**src/rtl/lc3_control_fsm.sv**
```systemverilog
// LC-3 control state machine.
//
// Sequences instruction fetch (F1..F3), decode (DEC) and execute for ADD,
// AND, NOT, BR, JMP, JSR/JSRR, LDR, STR and PAUSE. Unsupported opcodes
// fall back to a new fetch. SRAM read and write strobes are held low for
// MEM_WAIT cycles, timed by a 3-bit wait counter.
//
// Ports
//   Clk, Reset          clock, asynchronous active-low reset
//   Run                 leaves HALTED when high
//   Continue            releases a PAUSE (high then low)
//   IR[15:0], BEN       instruction register and branch-enable flag
//   LD_*                register load enables
//   Gate*               bus drivers (at most one high per cycle)
//   PCMUX, DRMUX, SR1MUX, SR2MUX, ADDR1MUX, ADDR2MUX, ALUK  datapath selects
//   Mem_OE, Mem_WE      active-low SRAM strobes
module lc3_control_fsm #(
  parameter int MEM_WAIT = 2
) (
  input  logic        Clk,
  input  logic        Reset,
  input  logic        Run,
  input  logic        Continue,
  input  logic [15:0] IR,
  input  logic        BEN,
  output logic        LD_MAR,
  output logic        LD_MDR,
  output logic        LD_IR,
  output logic        LD_BEN,
  output logic        LD_CC,
  output logic        LD_REG,
  output logic        LD_PC,
  output logic        LD_LED,
  output logic        GatePC,
  output logic        GateMDR,
  output logic        GateALU,
  output logic        GateMARMUX,
  output logic [1:0]  PCMUX,
  output logic        DRMUX,
  output logic        SR1MUX,
  output logic        SR2MUX,
  output logic        ADDR1MUX,
  output logic [1:0]  ADDR2MUX,
  output logic [1:0]  ALUK,
  output logic        Mem_OE,
  output logic        Mem_WE
);

  typedef enum logic [4:0] {
    HALTED, F1, F2, F3, DEC,
    S_ADD, S_AND, S_NOT, S_BR, S_JMP,
    JSR1, JSR2, LDR1, LDR2, LDR3,
    STR1, STR2, STR3,
    PAUSE1, PAUSE2, PAUSE3
  } state_t;

  // Counter value on the final cycle of a memory strobe.
  localparam logic [2:0] WAIT_LAST = 3'(MEM_WAIT - 1);

  state_t     state;
  state_t     state_next;
  logic [2:0] wait_cnt;
  logic [2:0] wait_cnt_next;
  logic       wait_done;

  // IR bits that no state decodes.
  logic unused_ir;
  assign unused_ir = ^{IR[10:6], IR[4:0]};

  assign wait_done = (wait_cnt == WAIT_LAST);

  always_ff @(posedge Clk or negedge Reset) begin
    if (!Reset) begin
      state    <= HALTED;
      wait_cnt <= 3'd0;
    end else begin
      state    <= state_next;
      wait_cnt <= wait_cnt_next;
    end
  end

  always_comb begin
    state_next    = state;
    wait_cnt_next = wait_cnt;
    LD_MAR     = 1'b0;
    LD_MDR     = 1'b0;
    LD_IR      = 1'b0;
    LD_BEN     = 1'b0;
    LD_CC      = 1'b0;
    LD_REG     = 1'b0;
    LD_PC      = 1'b0;
    LD_LED     = 1'b0;
    GatePC     = 1'b0;
    GateMDR    = 1'b0;
    GateALU    = 1'b0;
    GateMARMUX = 1'b0;
    PCMUX      = 2'b00;
    DRMUX      = 1'b0;
    SR1MUX     = 1'b0;
    SR2MUX     = 1'b0;
    ADDR1MUX   = 1'b0;
    ADDR2MUX   = 2'b00;
    ALUK       = 2'b00;
    Mem_OE     = 1'b1;
    Mem_WE     = 1'b1;

    unique case (state)
      HALTED: begin
        if (Run) state_next = F1;
      end
      F1: begin
        GatePC     = 1'b1;
        LD_MAR     = 1'b1;
        LD_PC      = 1'b1;
        PCMUX      = 2'b00;
        state_next = F2;
      end
      F2, LDR2: begin
        // MDR captures the read data on the last strobe cycle only.
        Mem_OE = 1'b0;
        if (wait_done) begin
          LD_MDR        = 1'b1;
          wait_cnt_next = 3'd0;
          state_next    = (state == F2) ? F3 : LDR3;
        end else begin
          wait_cnt_next = wait_cnt + 3'd1;
        end
      end
      F3: begin
        GateMDR    = 1'b1;
        LD_IR      = 1'b1;
        state_next = DEC;
      end
      DEC: begin
        LD_BEN = 1'b1;
        case (IR[15:12])
          4'b0001: state_next = S_ADD;
          4'b0101: state_next = S_AND;
          4'b1001: state_next = S_NOT;
          4'b0000: state_next = S_BR;
          4'b1100: state_next = S_JMP;
          4'b0100: state_next = JSR1;
          4'b0110: state_next = LDR1;
          4'b0111: state_next = STR1;
          4'b1101: state_next = PAUSE1;
          default: state_next = F1;
        endcase
      end
      S_ADD, S_AND, S_NOT: begin
        GateALU    = 1'b1;
        LD_REG     = 1'b1;
        LD_CC      = 1'b1;
        SR1MUX     = 1'b1;
        SR2MUX     = (state == S_NOT) ? 1'b0 : IR[5];
        ALUK       = (state == S_ADD) ? 2'b00 :
                     (state == S_AND) ? 2'b01 : 2'b10;
        state_next = F1;
      end
      S_BR: begin
        // BEN was latched in DEC, so it is stable for this cycle.
        if (BEN) begin
          LD_PC    = 1'b1;
          PCMUX    = 2'b10;
          ADDR1MUX = 1'b0;
          ADDR2MUX = 2'b10;
        end
        state_next = F1;
      end
      S_JMP: begin
        LD_PC      = 1'b1;
        PCMUX      = 2'b10;
        ADDR1MUX   = 1'b1;
        SR1MUX     = 1'b1;
        ADDR2MUX   = 2'b00;
        state_next = F1;
      end
      JSR1: begin
        GatePC     = 1'b1;
        LD_REG     = 1'b1;
        DRMUX      = 1'b1;
        state_next = JSR2;
      end
      JSR2: begin
        LD_PC = 1'b1;
        PCMUX = 2'b10;
        // IR[11] selects PC-relative JSR versus register-based JSRR.
        if (IR[11]) begin
          ADDR1MUX = 1'b0;
          ADDR2MUX = 2'b11;
        end else begin
          ADDR1MUX = 1'b1;
          SR1MUX   = 1'b1;
          ADDR2MUX = 2'b00;
        end
        state_next = F1;
      end
      LDR1, STR1: begin
        GateMARMUX = 1'b1;
        LD_MAR     = 1'b1;
        ADDR1MUX   = 1'b1;
        SR1MUX     = 1'b1;
        ADDR2MUX   = 2'b01;
        state_next = (state == LDR1) ? LDR2 : STR2;
      end
      LDR3: begin
        GateMDR    = 1'b1;
        LD_REG     = 1'b1;
        LD_CC      = 1'b1;
        state_next = F1;
      end
      STR2: begin
        // Source register (IR[11:9]) passes through the ALU into MDR.
        GateALU    = 1'b1;
        ALUK       = 2'b11;
        SR1MUX     = 1'b0;
        LD_MDR     = 1'b1;
        state_next = STR3;
      end
      STR3: begin
        Mem_WE = 1'b0;
        if (wait_done) begin
          wait_cnt_next = 3'd0;
          state_next    = F1;
        end else begin
          wait_cnt_next = wait_cnt + 3'd1;
        end
      end
      PAUSE1: begin
        LD_LED     = 1'b1;
        state_next = PAUSE2;
      end
      PAUSE2: begin
        if (Continue) state_next = PAUSE3;
      end
      PAUSE3: begin
        if (!Continue) state_next = F1;
      end
      default: begin
        state_next    = HALTED;
        wait_cnt_next = 3'd0;
      end
    endcase
  end

endmodule
```
**config.mk**
```make
export PLATFORM = sky130hd
export DESIGN_NAME = lc3_control_fsm
export DESIGN_NICKNAME = d
export VERILOG_FILES = /design/src/rtl/lc3_control_fsm.sv
export SDC_FILE = /design/constraint.sdc
export NUM_CORES = 1
export LEC_CHECK = 0
export BUFFER_PORTS_ARGS = -buffer_cell sky130_fd_sc_hd__buf_2
export CORE_MARGIN = 2
export CORE_UTILIZATION = 43
export CTS_CLUSTER_SIZE = 40
export DETAILED_ROUTE_END_ITERATION = 16
export PLACE_DENSITY = 0.84
export SLEW_MARGIN = 20
export SYNTH_ARGS = -nofsm -noshare
export SYNTH_HDL_FRONTEND = slang
export SYNTH_SLANG_ARGS = --single-unit
```
**constraint.sdc**
```tcl
create_clock -name Clk -period 1.9 [get_ports Clk]
set_input_delay 0.38 -clock Clk [delete_from_list [all_inputs] [get_ports Clk]]
set_output_delay 0.38 -clock Clk [all_outputs]
set_load 0.02 [all_outputs]
```
==> flow_metrics.py <==
metrics = {
    "synth": {
        "synth_top_family_by_area": "simple AND/OR/NAND/NOR gates",
        "yosysTopAreaCell": "dfrtp_1",
        "synthXorXnorAreaFrac_pct": 0,
        "syn-num-nets": 183,
        "yosysWarnings": 0,
        "synth_edf_count": 0,
        "syn_area_um2": 1060,
        "synthTopCellsByArea": "dfrtp_1 19%, a21oi_1 8.5%, nor2_1 7.8%",
        "yosysUniqueCellTypes": 45,
        "yosys_most_used_dff": "dfrtp_1",
        "yosys.area_share.simple_pct": 41.6,
        "synth-seq-cells": 8,
        "synth_cells": 162,
        "synth-seq-area-share_pct": 18.8,
        "synthAdderAreaFrac_pct": 0,
        "synth_top_area_share_pct": 18.8,
        "avgSynthCellArea_um2": 6.56,
        "synth_compound_area_share_pct": 29.3,
        "synthArstFlopShare_pct": 100,
        "synth_mux_area_share_pct": 1.88,
    },
    "clocking": {
        "tritoncts": "done",
        "cts_made_buffers": 3,
        "htree_levels": 1,
        "root_buffer": "clkbuf_4",
        "clk_pin_slew_worst_paths_ps": 60,
        "cts_sinks": 8,
        "cts_buffer_depth": 2,
        "worstSkewPairLatency_ps": 250,
    },
    "detailed_routing": {
        "wire_per_inst_um": 19.2,
        "drtPass1Iterations": 4,
        "vias": 1578,
        "via_per_inst": 6.29,
        "drc": 0,
        "drt_wl_total_um": 4820,
        "drt_iter0_drc": 80,
        "antenna_left": 0,
    },
    "critical_path": {
        "crit_top_cell": "buf_6",
        "worstPathMaxFanout": 4,
        "reg2reg_setup_slack_ps": -120,
        "cp_slowest_cell": "dfrtp_1",
        "cp_top_family": "simple AND/OR/NAND/NOR gates",
        "path_buf_inv": 2,
        "criticalPathCategory": "flip-flop to output pin",
        "crit_arrival_ps": 1670,
        "crit-reg2reg-capture": "wait_cnt[1]",
        "crit_chain": "buf_6 > nand2_2 > or3_4 > o22ai_2 > buf_6",
        "endpoint_kind": "output pin",
        "max_stage_delay_ps": 440,
        "r2r_start": "state[3]",
        "cp.depth": 5,
        "worst_setup_path_start_kind": "flip-flop",
        "r2r_cells": 6,
        "required_ps": 1520,
    },
    "timing": {
        "tightestPinTransition_ps": 469,
        "slew_headroom_pct": 67.9,
        "finalMaxSlewViolations": 0,
        "fin_ws_ps": -152,
        "clock.fmax_mhz": 487,
        "layout_min_cycle_time_ps": 2050,
        "setup_viol": 13,
        "fin_crit_sh_pct": 108,
        "finClkSkew_ps": 10.5,
        "hold_violations": 0,
        "rsz0062_at_grt": "yes",
        "fin_setup_tns_ps": -1000,
    },
    "floorplanning": {
        "rows": 18,
        "io_pins": 45,
        "initial_core_util_pct": 44.1,
        "dieHeight_um": 53.7,
        "die_area_um2": 2890,
        "die_x_um": 53.7,
        "coreArea_um2": 2410,
    },
    "layout": {
        "diodes": 0,
        "final_area_um2": 1890,
        "final.fill_count": 143,
        "nNetsFinal": 244,
        "final_cell_mix": "35 x buf_4, 18 x buf_2, 16 x buf_6",
        "drive_above_1_share_pct": 57.9,
        "area_growth_pct": 77.5,
        "final_common_cell": "buf_4",
    },
    "grt": {
        "grt_pass1_wl_um": 5670,
        "grt_max_degree": 17,
        "first_global_vias": 1215,
        "grt.overflow.total": 0,
        "antenna_found_initial": 0,
        "track_usage_pct": 27.1,
    },
    "run_status": {
        "violations": "setup timing",
        "status": "complete, but fails checks",
    },
    "min_path": {
        "hold_class": "input port to async pin",
    },
    "placed_design": {
        "place_area_um2": 1370,
        "place_ws_ps": -71.5,
        "port_buffers": 33,
        "dp_hpwl_um": 2310,
        "place_congestion": 0.891,
    },
    "pwr": {
        "vdd_drop_max_mv": 1.09,
        "power.density_nw_per_um2": 1470,
        "power.leakage_nw": 0.835,
    },
    "job": {
        "drv_cap": 0,
    },
}
[per-layer routing]
layer	wire (um)	track usage (%)	vias up
li1	-	-	697
met2	2330	43.7	116
met1	1920	33.5	731
met4	243	15.8	0
met3	328	5.00	34
met5	0	0	-
[flip-flops by register name, indices dropped and copies added, names as in the netlist]
register  flops
state         5
wait_cnt      3
[area by class of cell]
class	count	area (um2)	area share, %
repair buffers	73	593	31.4
multi-input cells	135	1020	54.1
flip-flops and latches	8	205	10.9
clock buffers	3	22.5	1.19
inverters	2	7.51	0.398
well taps	30	37.5	1.99
[Yosys cell counts, drive strengths merged, types with 4 or more instances]
library cell / count
a21oi: 18
buf: 5
clkbuf: 12
dfrtp: 8
nand2: 16
nand2b: 9
nand3: 5
nor2: 22
nor2b: 8
nor3: 8
o21ai: 9
o22ai: 4
[cells by family after synthesis]
logic type | after synthesis
mux | 2
buf+inv | 19
flops | 8
compound gates | 48
simple gates | 84
other cells | 1
[worst max path at each step]
| stage | from | slack (ps) | end |
|---|---|---|---|
| 6_report | state[3] | -150 | ADDR2MUX[0] |
| 5_1_grt | state[1] | -200 | GatePC |
| 4_1_cts | state[1] | -60 | SR1MUX |
| 3_5_place_dp | state[0] | -70 | ADDR2MUX[0] |
| 3_3_place_gp | wait_cnt[1] | 20 | state[1] |
| 2_1_floorplan | state[0] | -40 | ADDR1MUX |
[metrics by stage]
stage | hold slack [ps] | cells | power [mW] | utilization (%)
after floorplan | 84.4 | 162 | 1.28 | -
after global placement | 223 | 227 | 1.70 | 56.8
after detailed placement | 225 | 227 | 1.74 | 56.8
after CTS | 486 | 242 | 2.14 | 65.8
after global routing | 503 | 251 | 2.91 | 78.3
final | 494 | 251 | 2.78 | 78.3
[worst reg2reg max path: stages (launching register included)]
cell	delay, ps
dfrtp_1	440
buf_4	170
or4_4	540
a21boi_4	190
o21ai_2	80
or3b_4	400
a21oi_2	130
[report_power, final]
group	switching, mW	internal (mW)
sequential	0.0972	0.224
combinational	1.22	1.11
clock	0.0584	0.0723
[timing repair]
action                                 in CTS  in global routing
cloned                                      0                  0
setup buffers                              11                  9
endpoints found under the hold margin       8                  0
resized for setup                          32                 64
pin swaps                                   6                 11
hold buffers                                1                  0
setup endpoints to repair                  20                 22
Note: power is estimated with default switching activity, not from simulation.
